`src/rtl/lut_pkg.sv`:
```
// Shared definitions for the LUT runtime loader.
//   lut_state_e      : loader FSM states
//   LUT_DEPTH        : words per coefficient table
//   LUT_ADDR_WIDTH   : table address width
//   LUT_DATA_WIDTH   : table word width
//   LUT_READ_LATENCY : table read latency (registered address + registered q)
package lut_pkg;

  typedef enum logic [1:0] {
    IDLE   = 2'd0,
    LOAD   = 2'd1,
    VERIFY = 2'd2,
    CHECK  = 2'd3
  } lut_state_e;

  localparam int LUT_DEPTH        = 3072;
  localparam int LUT_ADDR_WIDTH   = 12;
  localparam int LUT_DATA_WIDTH   = 32;
  localparam int LUT_READ_LATENCY = 2;

endpackage

```
`src/rtl/lut_loader_if.sv`:
```
// Bundle between the loader, the host/DMA word stream and one table port.
//   in_data/in_valid/in_ready : host word stream (valid/ready)
//   mem_address/mem_data      : table address and write data
//   mem_wren/mem_rden         : table write and read enables
//   mem_q                     : table read data
// Modports: master = loader side, slave = host stream + table side.
interface lut_loader_if #(
  parameter int ADDR_WIDTH = lut_pkg::LUT_ADDR_WIDTH,
  parameter int DATA_WIDTH = lut_pkg::LUT_DATA_WIDTH
) ();

  logic [DATA_WIDTH-1:0] in_data;
  logic                  in_valid;
  logic                  in_ready;
  logic [ADDR_WIDTH-1:0] mem_address;
  logic [DATA_WIDTH-1:0] mem_data;
  logic                  mem_wren;
  logic                  mem_rden;
  logic [DATA_WIDTH-1:0] mem_q;

  modport master (
    input  in_data, in_valid, mem_q,
    output in_ready, mem_address, mem_data, mem_wren, mem_rden
  );

  modport slave (
    output in_data, in_valid, mem_q,
    input  in_ready, mem_address, mem_data, mem_wren, mem_rden
  );

endinterface

```
`src/rtl/lut_readback_pipe.sv`:
```
// Readback tracker: a READ_LATENCY-deep valid shift register follows each
// issued read to the cycle its q is valid, and accumulates q into rsum.
//   clock, rst_n : clock, synchronous active-low reset
//   clear        : restart tracking (new load)
//   rden         : read issued to the table this cycle
//   q            : table read data
//   rsum         : running sum of returned words, mod 2^DATA_WIDTH
//   last_return  : the final (DEPTH-th) return is valid this cycle
module lut_readback_pipe
  import lut_pkg::*;
#(
  parameter int DEPTH        = LUT_DEPTH,
  parameter int DATA_WIDTH   = LUT_DATA_WIDTH,
  parameter int READ_LATENCY = LUT_READ_LATENCY
) (
  input  logic                  clock,
  input  logic                  rst_n,
  input  logic                  clear,
  input  logic                  rden,
  input  logic [DATA_WIDTH-1:0] q,
  output logic [DATA_WIDTH-1:0] rsum,
  output logic                  last_return
);

  localparam int CNT_WIDTH = $clog2(DEPTH + 1);
  localparam logic [CNT_WIDTH-1:0] LAST_IDX = CNT_WIDTH'(DEPTH - 1);

  logic [READ_LATENCY-1:0] vld;
  logic [CNT_WIDTH-1:0]    ret_cnt;

  always_ff @(posedge clock) begin
    if (!rst_n || clear) begin
      vld     <= '0;
      rsum    <= '0;
      ret_cnt <= '0;
    end else begin
      vld[0] <= rden;
      for (int i = 1; i < READ_LATENCY; i++) begin
        vld[i] <= vld[i-1];
      end
      if (vld[READ_LATENCY-1]) begin
        rsum    <= rsum + q;
        ret_cnt <= ret_cnt + 1'b1;
      end
    end
  end

  assign last_return = vld[READ_LATENCY-1] && (ret_cnt == LAST_IDX);

endmodule

```
`src/rtl/lut_loader.sv`:
```
// Runtime loader for one coefficient LUT: writes a DEPTH-word stream into
// the table, reads it all back and compares additive checksums.
//   clock, rst_n : clock, synchronous active-low reset
//   start        : one-cycle pulse, begins a load when idle
//   bus          : stream + table port bundle (master side)
//   busy         : table owned by the loader (LOAD/VERIFY)
//   done         : one-cycle pulse at end of verify
//   error        : readback checksum mismatch, held until next start
//   checksum     : sum of written words mod 2^DATA_WIDTH
//
// state  | meaning
// IDLE   | waiting for start
// LOAD   | accepting stream words, one table write per accepted beat
// VERIFY | issuing DEPTH reads and summing returns until the pipe drains
// CHECK  | one cycle: done, checksum and error presented
module lut_loader
  import lut_pkg::*;
#(
  parameter int DEPTH        = LUT_DEPTH,
  parameter int ADDR_WIDTH   = LUT_ADDR_WIDTH,
  parameter int DATA_WIDTH   = LUT_DATA_WIDTH,
  parameter int READ_LATENCY = LUT_READ_LATENCY
) (
  input  logic                  clock,
  input  logic                  rst_n,
  input  logic                  start,
  lut_loader_if.master          bus,
  output logic                  busy,
  output logic                  done,
  output logic                  error,
  output logic [DATA_WIDTH-1:0] checksum
);

  localparam int CNT_WIDTH = $clog2(DEPTH + 1);
  localparam logic [CNT_WIDTH-1:0] CNT_DEPTH = CNT_WIDTH'(DEPTH);
  localparam logic [CNT_WIDTH-1:0] LAST_IDX  = CNT_WIDTH'(DEPTH - 1);

  lut_state_e state, state_nxt;

  logic                  in_ready;
  logic                  accept;
  logic                  load_start;
  logic [CNT_WIDTH-1:0]  wr_cnt;
  logic [CNT_WIDTH-1:0]  rd_cnt;
  logic [DATA_WIDTH-1:0] wsum;
  logic [DATA_WIDTH-1:0] rsum;
  logic                  last_return;
  logic                  error_q;
  logic [ADDR_WIDTH-1:0] mem_address_q;
  logic [DATA_WIDTH-1:0] mem_data_q;
  logic                  mem_wren_q;
  logic                  mem_rden_q;

  always_ff @(posedge clock) begin
    if (!rst_n) state <= IDLE;
    else        state <= state_nxt;
  end

  always_comb begin
    state_nxt  = state;
    in_ready   = 1'b0;
    accept     = 1'b0;
    load_start = 1'b0;
    busy       = 1'b0;
    done       = 1'b0;
    case (state)
      IDLE: begin
        if (start) begin
          state_nxt  = LOAD;
          load_start = 1'b1;
        end
      end
      LOAD: begin
        busy     = 1'b1;
        in_ready = (wr_cnt < CNT_DEPTH);
        accept   = in_ready && bus.in_valid;
        if (accept && (wr_cnt == LAST_IDX)) state_nxt = VERIFY;
      end
      VERIFY: begin
        busy = 1'b1;
        if (last_return) state_nxt = CHECK;
      end
      CHECK: begin
        done      = 1'b1;
        state_nxt = IDLE;
      end
      default: state_nxt = IDLE;
    endcase
  end

  // Table port is fully registered. Reads start only once the FSM is in
  // VERIFY, i.e. the cycle after the last write, so wren/rden never overlap.
  always_ff @(posedge clock) begin
    if (!rst_n) begin
      wr_cnt        <= '0;
      rd_cnt        <= '0;
      wsum          <= '0;
      error_q       <= 1'b0;
      mem_address_q <= '0;
      mem_data_q    <= '0;
      mem_wren_q    <= 1'b0;
      mem_rden_q    <= 1'b0;
    end else begin
      mem_wren_q <= 1'b0;
      mem_rden_q <= 1'b0;
      if (load_start) begin
        wr_cnt  <= '0;
        rd_cnt  <= '0;
        wsum    <= '0;
        error_q <= 1'b0;
      end
      if (accept) begin
        mem_address_q <= ADDR_WIDTH'(wr_cnt);
        mem_data_q    <= bus.in_data;
        mem_wren_q    <= 1'b1;
        wr_cnt        <= wr_cnt + 1'b1;
        wsum          <= wsum + bus.in_data;
      end
      if ((state == VERIFY) && (rd_cnt < CNT_DEPTH)) begin
        mem_address_q <= ADDR_WIDTH'(rd_cnt);
        mem_rden_q    <= 1'b1;
        rd_cnt        <= rd_cnt + 1'b1;
      end
      if (state == CHECK) error_q <= (rsum != wsum);
    end
  end

  lut_readback_pipe #(
    .DEPTH        (DEPTH),
    .DATA_WIDTH   (DATA_WIDTH),
    .READ_LATENCY (READ_LATENCY)
  ) u_readback (
    .clock       (clock),
    .rst_n       (rst_n),
    .clear       (load_start),
    .rden        (mem_rden_q),
    .q           (bus.mem_q),
    .rsum        (rsum),
    .last_return (last_return)
  );

  // error must be valid in the done cycle itself, so CHECK shows the live
  // compare; the registered copy holds it afterwards.
  assign error           = (state == CHECK) ? (rsum != wsum) : error_q;
  assign checksum        = wsum;
  assign bus.in_ready    = in_ready;
  assign bus.mem_address = mem_address_q;
  assign bus.mem_data    = mem_data_q;
  assign bus.mem_wren    = mem_wren_q;
  assign bus.mem_rden    = mem_rden_q;

endmodule

```
`src/flat_wrapper.sv`:
```
// flat-port wrapper written by rule: the top's interface ports become plain ports
module lut_loader_flat import lut_pkg::*;
#(
  parameter int DEPTH        = LUT_DEPTH,
  parameter int ADDR_WIDTH   = LUT_ADDR_WIDTH,
  parameter int DATA_WIDTH   = LUT_DATA_WIDTH,
  parameter int READ_LATENCY = LUT_READ_LATENCY
)
  (clock, rst_n, start, busy, done, error, checksum, bus_in_data, bus_in_valid, bus_mem_q, bus_in_ready, bus_mem_address, bus_mem_data, bus_mem_wren, bus_mem_rden);
  lut_loader_if #(.ADDR_WIDTH(ADDR_WIDTH), .DATA_WIDTH(DATA_WIDTH)) bus_i ();
  input  logic clock;
  input  logic rst_n;
  input  logic start;
  output logic busy;
  output logic done;
  output logic error;
  output logic [DATA_WIDTH-1:0] checksum;
  input wire logic [$bits(bus_i.in_data)-1:0] bus_in_data;
  input wire logic [$bits(bus_i.in_valid)-1:0] bus_in_valid;
  input wire logic [$bits(bus_i.mem_q)-1:0] bus_mem_q;
  output wire logic [$bits(bus_i.in_ready)-1:0] bus_in_ready;
  output wire logic [$bits(bus_i.mem_address)-1:0] bus_mem_address;
  output wire logic [$bits(bus_i.mem_data)-1:0] bus_mem_data;
  output wire logic [$bits(bus_i.mem_wren)-1:0] bus_mem_wren;
  output wire logic [$bits(bus_i.mem_rden)-1:0] bus_mem_rden;
  assign bus_i.in_data = bus_in_data;
  assign bus_i.in_valid = bus_in_valid;
  assign bus_i.mem_q = bus_mem_q;
  assign bus_in_ready = bus_i.in_ready;
  assign bus_mem_address = bus_i.mem_address;
  assign bus_mem_data = bus_i.mem_data;
  assign bus_mem_wren = bus_i.mem_wren;
  assign bus_mem_rden = bus_i.mem_rden;
  lut_loader #(.DEPTH(DEPTH), .ADDR_WIDTH(ADDR_WIDTH), .DATA_WIDTH(DATA_WIDTH), .READ_LATENCY(READ_LATENCY)) u_core (.clock(clock), .rst_n(rst_n), .start(start), .bus(bus_i), .busy(busy), .done(done), .error(error), .checksum(checksum));
endmodule
```
`config.mk`:
```
export PLATFORM = sky130hd
export DESIGN_NAME = lut_loader_flat
export DESIGN_NICKNAME = d
export VERILOG_FILES = /design/src/rtl/lut_pkg.sv /design/src/rtl/lut_loader_if.sv /design/src/rtl/lut_readback_pipe.sv /design/src/rtl/lut_loader.sv /design/src/flat_wrapper.sv
export SDC_FILE = /design/constraint.sdc
export NUM_CORES = 1
export LEC_CHECK = 0
export CORE_MARGIN = 4
export CORE_UTILIZATION = 40
export CTS_CLUSTER_SIZE = 24
export DETAILED_ROUTE_END_ITERATION = 8
export PLACE_DENSITY = 0.65
export SETUP_SLACK_MARGIN = 0.05
export SLEW_MARGIN = 20
export SYNTH_ARGS = -nofsm -noshare
export SYNTH_HDL_FRONTEND = slang
export SYNTH_SLANG_ARGS = --single-unit
```
`constraint.sdc`:
```
create_clock -name clock -period 4.9 [get_ports clock]
set_input_delay 0.98 -clock clock [delete_from_list [all_inputs] [get_ports clock]]
set_output_delay 0.98 -clock clock [all_outputs]
set_load 0.01 [all_outputs]
```
### Word level (Yosys, flattened, before mapping)

Cells that the tools add are included.

| storage, ports and cells | value |
|---|---|
| register bits after elaboration | 151 |
| output and inout port bits | 82 |
| word-level logic and storage cells | 63 |

| cells by class | value |
|---|---|
| add/sub/neg operators | 5 |
| $lt $le $gt $ge | 2 |
| equality and inequality tests | 9 |
| mux-type cells | 22 |
| reductions and logical operators | 13 |

Operators by type and width:

| kind | count |
|---|---|
| 32-bit adder | 2 |
| 32-bit two-way mux | 2 |
| 12-bit two-way mux | 5 |
| 12-bit by 1-bit adder with 12-bit output, second input constant | 3 |
| 32-bit != test | 1 |
| 12-bit == test, second input constant | 2 |
| 12-bit < comparator, second input constant | 2 |
| 1-bit two-way mux | 11 |
| 2-bit case mux with 4 select lines | 1 |
| 2-bit nonzero test | 4 |
| 2-bit two-way mux | 3 |
| 2-bit == test, second input constant | 2 |
| 1-bit logical AND | 4 |
| 2-bit by 1-bit != test with 1-bit output, second input constant | 2 |
| 3-bit AND reduction | 1 |
| 2-bit by 1-bit == test with 1-bit output, second input constant | 1 |
| 2-bit logical NOT | 1 |
| 2-bit != test, second input constant | 1 |
| 2-bit OR reduction | 1 |
| 1-bit logical NOT | 1 |
| 1-bit logical OR | 1 |

### Depth between registers and ports, before layout

Gate-level depths: netlist of the first run.

| logic depth | value |
|---|---|
| word-level depth | 5 |
| gate-level depth with buffers | 12 |
| mapped depth without buffers | 12 |

### Hierarchy

From an unflattened synthesis of the first run, not the netlist that was laid out.

| unflattened totals | value |
|---|---|
| cell total of the unflattened synthesis | 1195 |
| area, all modules | 9394.0 um^2 |

By module, submodules not included:

| module | instances | cells each | area each (um^2) |
|---|---|---|---|
| lut_loader | 1 | 786 | 6088.3 |
| lut_readback_pipe | 1 | 409 | 3305.7 |

### Worst setup path before layout of the first run

No wires, ideal clock.

| timing | value |
|---|---|
| path kind | input port to flip-flop |
| from | input bus_in_data[0] |
| to | register u_core.wsum[26], in the netlist u_core.checksum[26] |
| setup time | 0.117 ns |
| data arrival time | 3.231 ns |
| setup slack | 1.551 ns |
| cell stages on the path | 12 |
| path buffers | 0 |
| path through | ha_1 > inv_1 > fa_1 > nor2b_1 > o21ai_1 > a211o_1 > a21oi_2 > a41o_1 > nand3_1 > a31o_1 > a21o_1 > a32o_1 |

| on the way | value |
|---|---|
| longest elaborated chain between the ends | 2 |

RTL lines:

| element | line | RTL |
|---|---|---|
| start: declaration | flat_wrapper.sv:18 | `input wire logic [$bits(bus_i.in_data)-1:0] bus_in_data;` |
| 32-bit adder | lut_loader.sv:117 | `wsum <= wsum + bus.in_data;` |
| 32-bit two-way mux | lut_loader.sv:112 | `if (accept) begin` |
| end signal: assignment | lut_loader.sv:117 |  |
| end: declaration | lut_loader.sv:45 | `logic [DATA_WIDTH-1:0] wsum;` |

No other way between the ends.
A chain may end at the register's enable or synchronous reset.

### Final worst setup path of the first run

Ends and elaborated chain as after synthesis.

==> reports/metrics.cfg, run 1 <==
[layout]
drive_gt1_share_pct = 4.29
multi_input_area_um2 = 6000
utilization_pct = 51.5
n_antenna_cell = 0
regArea_um2 = 3020
area_delta_synth_final_pct = 25.6
nets = 1456
n_fill_cell = 2210

[drt]
drt_wl_total_um = 27900
vias = 8799
dr.pass1.iters = 5
drc_errors = 0
drtAntennaViolNets = 0
drt_iter0_drc = 437
wl_per_cell_um = 17.0
viasPerCell = 5.36

[timing]
hold_viol = 0
setup_viol = 0
slew_headroom_pct = 47.8
holdWs_ns = 0.454
rsz0062_at_grt = no
finalMaxSlewViolations = 0
min_period_ns = 3.69
setup-tns-final_ns = 0
period_share_pct = 75.3
clock_skew_ns = 0.00810
fmax_mhz = 271
tightest_slew_ns = 0.781

[global_routing]
gr-total-overflow = 0
antenna_found_initial = 1
grt_pass1_vias = 8502
grt_pass1_wl_um = 44500
grt_start_max_net_pins = 68
grtUsageTotal_pct = 21.2

[power_and_ir_drop]
p_sw_share_pct = 34.5
ir_drop_mv = 0.212
combPwrFrac_pct = 32.7
cellPowerDensity_nw_per_um2 = 367
clkPwrFrac_pct = 32.9
internal_power_mw = 2.82
leakage_nw = 4.73
seqPwrFrac_pct = 34.4
p_sw_mw = 1.49
power_mw = 4.30

[synthesis]
synth_nets = 1332
yosys_warnings = 0
synth_top_family_by_area = simple AND/OR/NAND/NOR gates
synthSimpleGateAreaFrac_pct = 21.3
synthDistinctLibCells = 65
postSynthCellCount = 1192
ys_seq_elements = 151
syn_area_um2 = 9330
synth_compound_area_share_pct = 21.1
synth_xor_area_share_pct = 8.82
synth_edf_count = 0
ys.flop_type = dfxtp_1
async_flop_share_pct = 0
avgSynthCellArea_um2 = 7.83
synth.area.mux_share_pct = 3.26
yosysSeqAreaShare_pct = 32.4
synth_fa_ha_area_share_pct = 9.81

[clocking]
cts.clk_slew.worst_paths_ns = 0.06
cts_buffer_depth = 2
hold_buffers = 0
clkSinkCount = 151
cts_root_buffer = clkbuf_16
cts_tree = built
clock_latency_ns = 0.42
h-tree-depth = 4
post_cts_buffers = 0
cts_resized = 0
cts_buffers = 17

[die]
dieArea_um2 = 25800
die_h_um = 161
rows = 55
die_w_um = 161
ioPinCount = 150
coreArea_um2 = 22800
start_util_pct = 41.0

[worst_setup_path]
setup.worst_path.start_class = input port
critPathKind = input port to flop
rrSetupSlack_ns = 1.72
arrival_ns = 4.00
r2r-end = u_core.checksum[26]
reg2regPathDepth = 12
crit_path_max_fanout = 5
worstSetupEndpointType = flop
required_ns = 5.21
r2r_start = u_core.checksum[0]

[worst_hold_path]
hp-class = flop to flop
min_from = u_core.bus.mem_data[25]
min_path_cells = 2
min_to = u_core.bus.mem_data[25]

[placed_design]
place.gp.congestion = 0.913
hpwlAfterDp_um = 20900
port_buffers = 149

[flow_run]
cap_violations = 0

[run_status]
status = finished clean

[metal layers]
layer  global-route usage (%)  vias to the layer above  share of wire (%)
met3                     5.44                       34                6.0
li1                         -                     4481                  -
met2                     32.8                      230                 43
met5                        0                        -              0.043
met1                     29.5                     4052                 49
met4                     5.39                        2                2.0
[area by class of cell]
class                      instances  share of cell area (%)
multi-input combinational        957                    51.2
clock buffer                      20                    3.98
timing repair buffer             159                    13.4
clock inverter                    12                    1.41
sequential                       151                    25.8
inverter                          30                   0.961
tap                              313                    3.34
[registers in the layout, indices dropped and copies added (netlist names)]
register	cells
u_core.bus.mem_data	32
u_core.checksum	32
u_core.u_readback.rsum	32
u_core.bus.mem_address	12
u_core.rd_cnt	12
u_core.u_readback.ret_cnt	12
u_core.wr_cnt	12
u_core.state	2
u_core.u_readback.vld	2
u_core.bus.mem_rden	1
u_core.bus.mem_wren	1
u_core.error_q	1
[cell usage in the layout, fill, tap and decap left out, types with 21 or more instances in the layout]
master           instances
a21o_1                  24
a21oi_1                134
and3_1                  21
clkdlybuf4s50_1        149
dfxtp_1                150
ha_1                    70
inv_1                   28
mux2i_1                 27
nand2_1                183
nand3_1                 48
nor2_1                 102
o21ai_0                 49
xnor2_1                 36
xor2_1                  58
[worst max path at each step]
stage | cells after the start | slack, ns | from | end
3_5_place_dp | 13 | 0.78 | bus_in_data[0] | u_core.checksum[26]
3_3_place_gp | 13 | 0.81 | bus_in_data[0] | u_core.checksum[26]
5_1_grt | 13 | 1.07 | bus_in_data[0] | u_core.checksum[26]
6_report | 13 | 1.21 | bus_in_data[0] | u_core.checksum[26]
2_1_floorplan | 12 | 1.55 | bus_in_data[0] | u_core.checksum[26]
4_1_cts | 13 | 1.22 | bus_in_data[0] | u_core.checksum[26]
[synthesized netlist by cell type, drive strengths merged (21+ instances only)]
cell,instances,area share (%)
nand2,184,7.4
dfxtp,151,32
a21oi,135,7.3
nor2,103,4.2
ha,70,9.4
o21ai,62,3.3
xor2,58,5.4
nand3,48,2.6
clkbuf,47,1.9
xnor2,36,3.4
inv,28,1.1
mux2i,27,2.9
a21o,24,1.9
and3,21,1.4
[worst max-delay path, stage by stage]
cell	delay [ns]
clkdlybuf4s50_1	0.49
ha_1	0.20
inv_1	0.07
fa_1	0.39
nor2b_1	0.13
o21ai_1	0.09
a211o_1	0.33
a21oi_2	0.29
a41o_1	0.25
nand3_1	0.13
a31o_1	0.24
a21o_1	0.17
a32o_1	0.24
[per-stage QoR]
stage / instances / worst slack (ns) / area, um2
floorplan: 1192 / 1.55 / 9330
global placement: 1610 / 0.809 / 11100
detailed placement: 1610 / 0.781 / 11100
CTS: 1642 / 1.22 / 11700
global route: 1642 / 1.07 / 11700
finish: 1642 / 1.21 / 11700
[power by group through the flow]
stage          clock, mW  sequential [mW]  combinational (mW)
3_3_place_gp           0             1.50                1.40
6_report            1.42             1.48                1.41
2_1_floorplan          0             1.52               0.812
4_1_cts             1.44             1.48                1.41
5_1_grt             1.50             1.50                1.56
3_5_place_dp           0             1.51                1.41
[kinds of logic (layout without fill, tap and decap cells)]
logic type,count (synthesis),after routing
AND/OR/NAND/NOR,442,442
AO/OA/AOI/OAI,319,319
flip-flops,151,151
XOR/XNOR,94,94
buffers and inverters,84,221
adder cells (fa/ha/maj),72,72
multiplexers,30,30
(Power assumes the default switching activity.)
==> run 2: changes to the inputs <==
--- a/config.mk
+++ b/config.mk
@@ -9,7 +9,7 @@
 export CORE_UTILIZATION = 40
 export CTS_CLUSTER_SIZE = 24
 export DETAILED_ROUTE_END_ITERATION = 8
-export PLACE_DENSITY = 0.65
+export PLACE_DENSITY = 0.67
 export SETUP_SLACK_MARGIN = 0.05
 export SLEW_MARGIN = 20
 export SYNTH_ARGS = -nofsm -noshare
==> constraint.sdc (replaced) <==
create_clock -name clock -period 3.1 [get_ports clock]
set_input_delay 0.62 -clock clock [delete_from_list [all_inputs] [get_ports clock]]
set_output_delay 0.62 -clock clock [all_outputs]
set_load 0.01 [all_outputs]
==> run 2 against run 1 <==
Net effect: die area stayed put; utilization is 3.7 points higher; sequential share of layout area is 1.7 points lower; critical path type unchanged.
==> reports/metrics.cfg, run 2 (same netlist as run 1, synthesis figures left out) <==
[run_status]
status = finished clean

[drt]
drt_wl_total_um = 28700  ; +3.1%
vias = 9248  ; +5.1%
drc_errors = 0  ; unchanged
drt_iter0_drc = 622  ; +42%
dr.pass1.iters = 5  ; unchanged
wl_per_cell_um = 16.5  ; -2.8%
viasPerCell = 5.31  ; -0.87%
drtAntennaViolNets = 0  ; unchanged

[die]
coreArea_um2 = 22800  ; unchanged
start_util_pct = 41.0  ; unchanged
die_h_um = 161  ; unchanged
ioPinCount = 150  ; unchanged
rows = 55  ; unchanged
die_w_um = 161  ; unchanged
dieArea_um2 = 25800  ; unchanged

[timing]
hold_viol = 0  ; unchanged
tightest_slew_ns = 0.611  ; -0.170 ns
min_period_ns = 2.91
fmax_mhz = 343
setup_viol = 0  ; unchanged
period_share_pct = 94.0
clock_skew_ns = 0.00924  ; +0.00114 ns
rsz0062_at_grt = no
setup_slack_ns = 0.186  ; -1.02 ns
finalMaxSlewViolations = 0  ; unchanged
slew_headroom_pct = 59.1  ; +11 points
holdWs_ns = 0.454  ; +0.000153 ns

[clocking]
clock_latency_ns = 0.43  ; about the same
cts_buffers = 17  ; unchanged
cts_root_buffer = clkbuf_16
hold_buffers = 0  ; unchanged
cts_tree = built
clkSinkCount = 151  ; unchanged
h-tree-depth = 4  ; unchanged
cts.clk_slew.worst_paths_ns = 0.07  ; about the same
cts_buffer_depth = 2  ; unchanged

[worst_setup_path]
required_ns = 3.46  ; -1.75 ns
worstSetupEndpointType = flop
setup.worst_path.start_class = input port
r2r_start = u_core.checksum[7]
arrival_ns = 3.27  ; -0.73 ns
crit_start = bus_in_data[9]
crit_path_max_fanout = 3  ; -2
critPathKind = input port to flop

[placed_design]
dpl_worst_slack_ns = -0.446  ; -1.23 ns
place.gp.congestion = 0.910  ; -0.28%
hpwlAfterDp_um = 21800  ; +4.2%
placed_cells = 1707  ; +6.0%
port_buffers = 149  ; unchanged

[power_and_ir_drop]
clkPwrFrac_pct = 30.4  ; -2.5 points
combPwrFrac_pct = 35.6  ; +2.9 points
power_mw = 6.90  ; +60%
p_sw_mw = 2.46  ; +65%
cellPowerDensity_nw_per_um2 = 549  ; +50%
leakage_nw = 5.26  ; +11%
seqPwrFrac_pct = 34.0  ; -0.4 points
p_sw_share_pct = 35.6  ; +1.1 points
internal_power_mw = 4.44  ; +58%
ir_drop_mv = 0.434  ; +100%

[layout]
regArea_um2 = 3030  ; +0.17%
multi_input_area_um2 = 6110  ; +1.8%
utilization_pct = 55.2  ; +3.7 points
final_cell_mix = nand2_1, dfxtp_1, clkdlybuf4s50_1, a21oi_1, buf_4
nets = 1555  ; +6.8%
n_fill_cell = 2164  ; -2.1%
final_cells = 1741  ; +6.0%
drive_gt1_share_pct = 12.5  ; +8.2 points
area_delta_synth_final_pct = 34.8
n_antenna_cell = 0  ; unchanged
layout_commonest_cell = nand2_1

[global_routing]
grt_pass1_wl_um = 46100  ; +3.5%
grtUsageTotal_pct = 21.8  ; +0.65 points
antenna_found_initial = 0  ; -1
gr-total-overflow = 0  ; unchanged
grt_pass1_vias = 8962  ; +5.4%
grt_start_max_net_pins = 70  ; +2.9%

[worst_hold_path]
min_from = u_core.bus.mem_data[17]
hp-class = flop to flop

[flow_run]
cap_violations = 0  ; unchanged

## run 2: area by class of cell
type                            instances  share of cell area (%)
Clock buffer                           19                    3.60
Timing Repair Buffer                  258                    18.7
Clock inverter                         13                    1.06
Tap cell                              313                    3.11
Sequential cell                       151                    24.1
Multi-Input combinational cell        957                    48.6
Inverter                               30                   0.896
## run 2: worst max-delay path: stages
cell	delay [ns]
clkdlybuf4s50_1	0.44
ha_1	0.32
buf_4	0.15
a221oi_2	0.33
o2111ai_1	0.18
a41o_1	0.26
a2111o_1	0.39
a31oi_2	0.18
xor2_1	0.19
a21oi_1	0.09
o22ai_1	0.12
## run 2: power groups by stage
stage | Clock [mW] | Sequential [mW] | Combinational (mW)
floorplan | 0 | 2.41 | 1.28
global placement | 0 | 2.38 | 2.39
detailed placement | 0 | 2.38 | 2.41
CTS | 2.13 | 2.34 | 2.43
global route | 2.21 | 2.37 | 2.71
finish | 2.10 | 2.34 | 2.46
## run 2: metrics by stage
stage,setup TNS (ns),instance area (um2)
global route,0,12600
finish,0,12600
CTS,0,12400
detailed placement,-6.47,11800
floorplan,0,9330
global placement,-5.47,11800
## run 2: metal layers
layer / GRT usage (%) / vias up / wire length, um
li1: - / 4666 / -
met1: 29.9 / 4317 / 13600
met2: 34.9 / 236 / 12900
met3: 5.11 / 29 / 1730
met4: 5.20 / 0 / 460
met5: 0 / - / 0
## run 2: timing repair
action | CTS | global route
gates resized for setup | 4 | 25
endpoints found under the setup margin | 4 | 14
setup buffers | 0 | 2
pin swaps | 4 | 12
## run 2: path summary, 6_finish.rpt
check | slack, ns | cells past startpoint | to
setup / recovery | 0.19 | 11 | u_core.checksum[31]
hold / removal | 0.45 | 2 | u_core.bus.mem_data[17]
setup reg to reg | 0.39 | 10 | u_core.checksum[31]
hold reg to reg | 0.45 | 2 | u_core.bus.mem_data[17]
==> run 3: changes to the inputs <==
--- a/config.mk
+++ b/config.mk
@@ -7,6 +7,7 @@
 export LEC_CHECK = 0
 export CORE_MARGIN = 4
 export CORE_UTILIZATION = 40
+export CTS_CLUSTER_DIAMETER = 200
 export CTS_CLUSTER_SIZE = 24
 export DETAILED_ROUTE_END_ITERATION = 8
 export PLACE_DENSITY = 0.67
==> results of run 3 <==
No change in the layout: final DEF, timing and power equal those of run 2.
==> edit 1 (flow settings as in run 3) <==
Put a register stage on the output `error`, cleared by the reset. The value now appears one clock later. The other outputs are not delayed to match. Comments in the files are not updated.
--- a/src/rtl/lut_loader.sv
+++ b/src/rtl/lut_loader.sv
@@ -142,5 +142,11 @@
   // error must be valid in the done cycle itself, so CHECK shows the live
   // compare; the registered copy holds it afterwards.
-  assign error           = (state == CHECK) ? (rsum != wsum) : error_q;
+  always_ff @(posedge clock) begin
+    if (!rst_n) begin
+      error <= '0;
+    end else begin
+      error <= (state == CHECK) ? (rsum != wsum) : error_q;
+    end
+  end
   assign checksum        = wsum;
   assign bus.in_ready    = in_ready;
Check against the original RTL: same outputs for any inputs over 10 cycles, from zero or initial values and one cycle with rst_n low; that may be too few to reach the edited logic, so the function may still have changed.
==> edit 1 against run 3 <==
  * Worst setup slack lost 0.045 ns
  * Non-clock buffer count is 16 higher
  * Core utilization is 0.82 points higher
  * Via count up 1.8%
  * Power up 0.55%
  * Largest cell class unchanged
  * Routed wire length shrank 0.96%
  * Synthesized area grew 0.32%
  * Sequential cell count increased by 1
  * Largest power group unchanged
  * Cell area rose by 1.8%
==> edit 1: results <==
metrics = {
    "route": {
        "drt_wl_total_um": 28500,
        "drt_iter0_drc": 594,
        "vias_per_cell": 5.39,
        "met1Wirelength_um": 13100,
        "wl_met2_um": 13100,
        "wl_per_cell_um": 16.3,
        "dr_wl_met3_um": 1690,
    },
    "finish": {
        "final_nets": 1560,
        "nFillCells": 2201,
        "drive_gt1_frac": 0.140,
        "final_core_util": 0.560,
    },
    "pwr": {
        "p_switching_mw": 2.37,
        "vdd_drop_max_mv": 0.391,
        "leakagePower_nw": 5.38,
        "switching_share": 0.342,
        "power.share.combinational": 0.355,
        "power_frac_seq": 0.339,
    },
    "place": {
        "dp_hpwl_um": 21500,
        "pre_cts_slack_ns": -0.591,
        "numPlacedInstances": 1705,
        "gp_congestion": 0.896,
        "placed_area_um2": 11900,
    },
    "setup_path": {
        "cpPeakStageDelay_ns": 0.47,
        "regToRegEndpoint": "u_core.u_readback.rsum[20]",
        "rrSetupSlack_ns": 0.24,
        "cpLargestDelayFamily": "compound AO/OA/AOI/OAI gates",
        "cp.arrival_ns": 3.31,
        "r2r_start": "u_core.u_readback.rsum[0]",
        "path_max_fanout": 4,
        "critPathLaunch": "bus_in_data[10]",
        "r2r_cells": 16,
    },
    "grt": {
        "grt_pass1_vias": 9084,
        "track_usage": 0.214,
        "grtUsageMet1": 0.287,
        "grt_pass1_wl_um": 45600,
        "met3_usage": 0.0441,
        "grtUsageMet2": 0.352,
        "grt_max_degree": 81,
    },
    "yosys": {
        "syn_nets": 1319,
        "syn_area_per_cell_um2": 7.94,
        "synth_seq_area_share": 0.325,
        "ys_types": 71,
        "synthTopCellsByArea": "dfxtp_1, ha_1, nand2_1",
        "synthTopCellsByCount": "nand2_1, dfxtp_1, a21oi_1",
    },
    "sta": {
        "slew_violations": 0,
        "relSlewSlack": 0.547,
        "fin_crit_ns": 2.96,
        "fin_skew_ns": 0.0101,
    },
    "status": {
        "status": "finished clean",
    },
    "cts": {
        "clk_pin_slew_ns": 0.06,
    },
    "min_path": {
        "hold_class": "register to register",
    },
}
-- edit 1: cell count changes after synthesis, moves of 5 or more --
cell             run 3  this run
a211oi_1             4        14
o21ai_1             13         2
nand2_1            184       178
nand4_1             10        15
xnor2_1             36        30
o21ai_0             49        65
a21oi_1            134       117
nand3_1             48        42
inv_1               28        23
o21a_1              10        16
-- edit 1: logic make-up (layout without fill, tap and decap cells) --
family	Yosys count	after routing	share of synthesized area
buffers and inverters	77	331	0.0309
DFF	152	152	0.325
AOI/OAI and AO/OA	330	330	0.226
adders and majority gates	72	72	0.0978
muxes	26	26	0.0282
and+or+nand+nor	437	437	0.212
xor gates and xnor gates	85	85	0.0795
-- edit 1: layout make-up --
class,instances,area [um^2],share of cell area
Clock buffer,21,450,0.0352
Timing Repair Buffer,274,2460,0.192
Tap cell,313,392,0.0306
Multi-Input combinational cell,950,6210,0.485
Sequential cell,152,3050,0.238
Clock inverter,11,148,0.0115
Inverter,25,93.8,0.00733
-- edit 1: how the worst min path moves through the flow --
stage	endpoint	cells past startpoint	from	slack, ns
floorplan	u_core.u_readback.vld[1]	1	u_core.u_readback.vld[0]	0.44
CTS	u_core.bus.mem_data[1]	2	u_core.bus.mem_data[1]	0.45
finish	u_core.bus.mem_data[3]	2	u_core.bus.mem_data[3]	0.45
global placement	u_core.bus.mem_data[4]	2	u_core.bus.mem_data[4]	0.44
detailed placement	u_core.bus.mem_data[9]	2	u_core.bus.mem_data[9]	0.45
global route	u_core.bus.mem_data[8]	2	u_core.bus.mem_data[8]	0.47
-- edit 1: timing repair --
action,4_1_cts,5_1_grt
gates cloned,0,0
buffers inserted,9,0
endpoints found under the setup margin,10,20
pin swaps,11,11
gates resized for setup,15,32
==> edit 2 (flow settings as in run 3) <==
Made on the original files. The package constant `LUT_DATA_WIDTH` goes from 32 to 16.
--- a/src/rtl/lut_pkg.sv
+++ b/src/rtl/lut_pkg.sv
@@ -16,5 +16,5 @@
   localparam int LUT_DEPTH        = 3072;
   localparam int LUT_ADDR_WIDTH   = 12;
-  localparam int LUT_DATA_WIDTH   = 32;
+  localparam int LUT_DATA_WIDTH   = 16;
   localparam int LUT_READ_LATENCY = 2;
 
Ports: changed (resized bus_in_data, bus_mem_data, bus_mem_q and checksum); port bits go from 150 to 86. The function was not compared with the original's and may differ.
==> edit 2 against run 3 <==
  * Synthesized area fell by 39%
  * Cell count fell by 44%
  * Global-route usage fell by 3.1 points
  * Highest routed layer unchanged
  * Worst setup slack improved by 0.021 ns
  * Non-clock buffer count fell by 160
  * Routed wire length fell by 48%
  * Sequential cell count fell by 48
  * Clock power fell by 41%
  * Sequential power fell by 32%
  * Cell area fell by 44%
  * Power fell by 39%
  * Clock skew fell by 0.0014 ns
  * Synthesized cell count fell by 40%
==> edit 2: results <==
metrics = {
    "yosys": {
        "synthTopCellsByCount": "nand2_1, dfxtp_1, nor2_1",
        "ys_types": 58,
        "syn_area_per_cell_um2": 8.01,
        "synthMuxAreaShare": 0.0326,
        "syn_nets": 786,
        "synth_compound_area_frac": 0.176,
        "synthTopCellsByArea": "dfxtp_1, ha_1, nand2_1",
        "synth_seq_area_share": 0.363,
        "synth_xor_area_frac": 0.0693,
    },
    "finish": {
        "nFillCells": 1323,
        "final_nets": 869,
        "area_growth_pct": 24.4,
        "drive_gt1_frac": 0.0539,
    },
    "grt": {
        "grt_pass1_wl_um": 24800,
        "grt_max_degree": 41,
        "track_usage": 0.187,
        "grt_pass1_vias": 5110,
    },
    "setup_path": {
        "cp.arrival_ns": 2.27,
        "path_max_fanout": 4,
        "r2r_start": "u_core.checksum[0]",
        "critPathLaunch": "u_core.checksum[4]",
    },
    "route": {
        "drt_iter0_drc": 303,
        "vias": 5331,
        "drt_wl_total_um": 15000,
        "wl_per_cell_um": 15.3,
    },
    "place": {
        "dp_hpwl_um": 11300,
        "gp_congestion": 0.875,
        "pre_cts_slack_ns": 0.0129,
        "placed_area_um2": 6750,
        "numPlacedInstances": 962,
    },
    "cts": {
        "cts_root_buffer": "clkbuf_16",
        "htreeDepth": 3,
        "cts-resized-gates": 0,
        "worstSkewPairLatency_ns": 0.34,
        "cts_buffers": 9,
    },
    "sta": {
        "tightestPinTransition_ns": 0.809,
        "fin_skew_ns": 0.00779,
    },
    "status": {
        "status": "finished clean",
    },
    "pwr": {
        "vdd_drop_max_mv": 0.391,
    },
    "min_path": {
        "hp-start": "u_core.bus.mem_data[12]",
    },
}
==> edit 2: cell count changes after synthesis, sizes merged, moves of 10 or more <==
cell and change:
a21oi -79, nand2 -61, dfxtp -48, xor2 -44
ha -32, clkbuf -27, nor2 -27, o21ai -24
a21o -22, nand3 -14, mux2i -13, and3 -12
nor3 -10
==> edit 2: power breakdown <==
part	internal [mW]	switching, mW
Sequential	1.47	0.126
Combinational	0.619	0.781
Clock	0.752	0.485
Total	2.84	1.39
==> edit 2: final timing paths <==
kind                        endpoint  slack (ns)  cells past startpoint
max reg2reg      u_core.checksum[14]        0.70                     10
min reg2reg  u_core.bus.mem_data[12]        0.45                      2
min          u_core.bus.mem_data[12]        0.45                      2
max                            error        0.21                      5
==> edit 2: per-layer routing <==
metal  share of wire  wire (um)  GRT usage  vias up
met5               0          0          0        -
met4           0.022        324     0.0707        0
met3           0.052        782     0.0305       22
met2            0.46       6900      0.307      147
met1            0.47       7000      0.247     2507
li1                -          -          -     2655
==> edit 2: cell type report <==
class	instances	share of cell area
multi-input combinational	560	0.486
sequential	103	0.291
timing repair buffer	98	0.134
clock buffer	13	0.0368
tap	180	0.0318
inverter	21	0.0111
clock inverter	3	0.00919
==> edit 2: critical path, cell delays in order (launching register included) <==
cell	delay [ns]
dfxtp_1	0.44
xnor2_1	0.19
nand4_1	0.15
o41ai_1	0.44
o21ai_1	0.18
clkdlybuf4s50_1	0.53
==> edit 2: cells by family (layout without fill, tap and decap cells) <==
family,count (synthesis),in the layout
and+or+nand+nor,298,298
AOI/OAI and AO/OA,159,159
muxes,18,18
DFF,103,103
buffers and inverters,47,135
xor gates and xnor gates,45,45
adders and majority gates,40,40
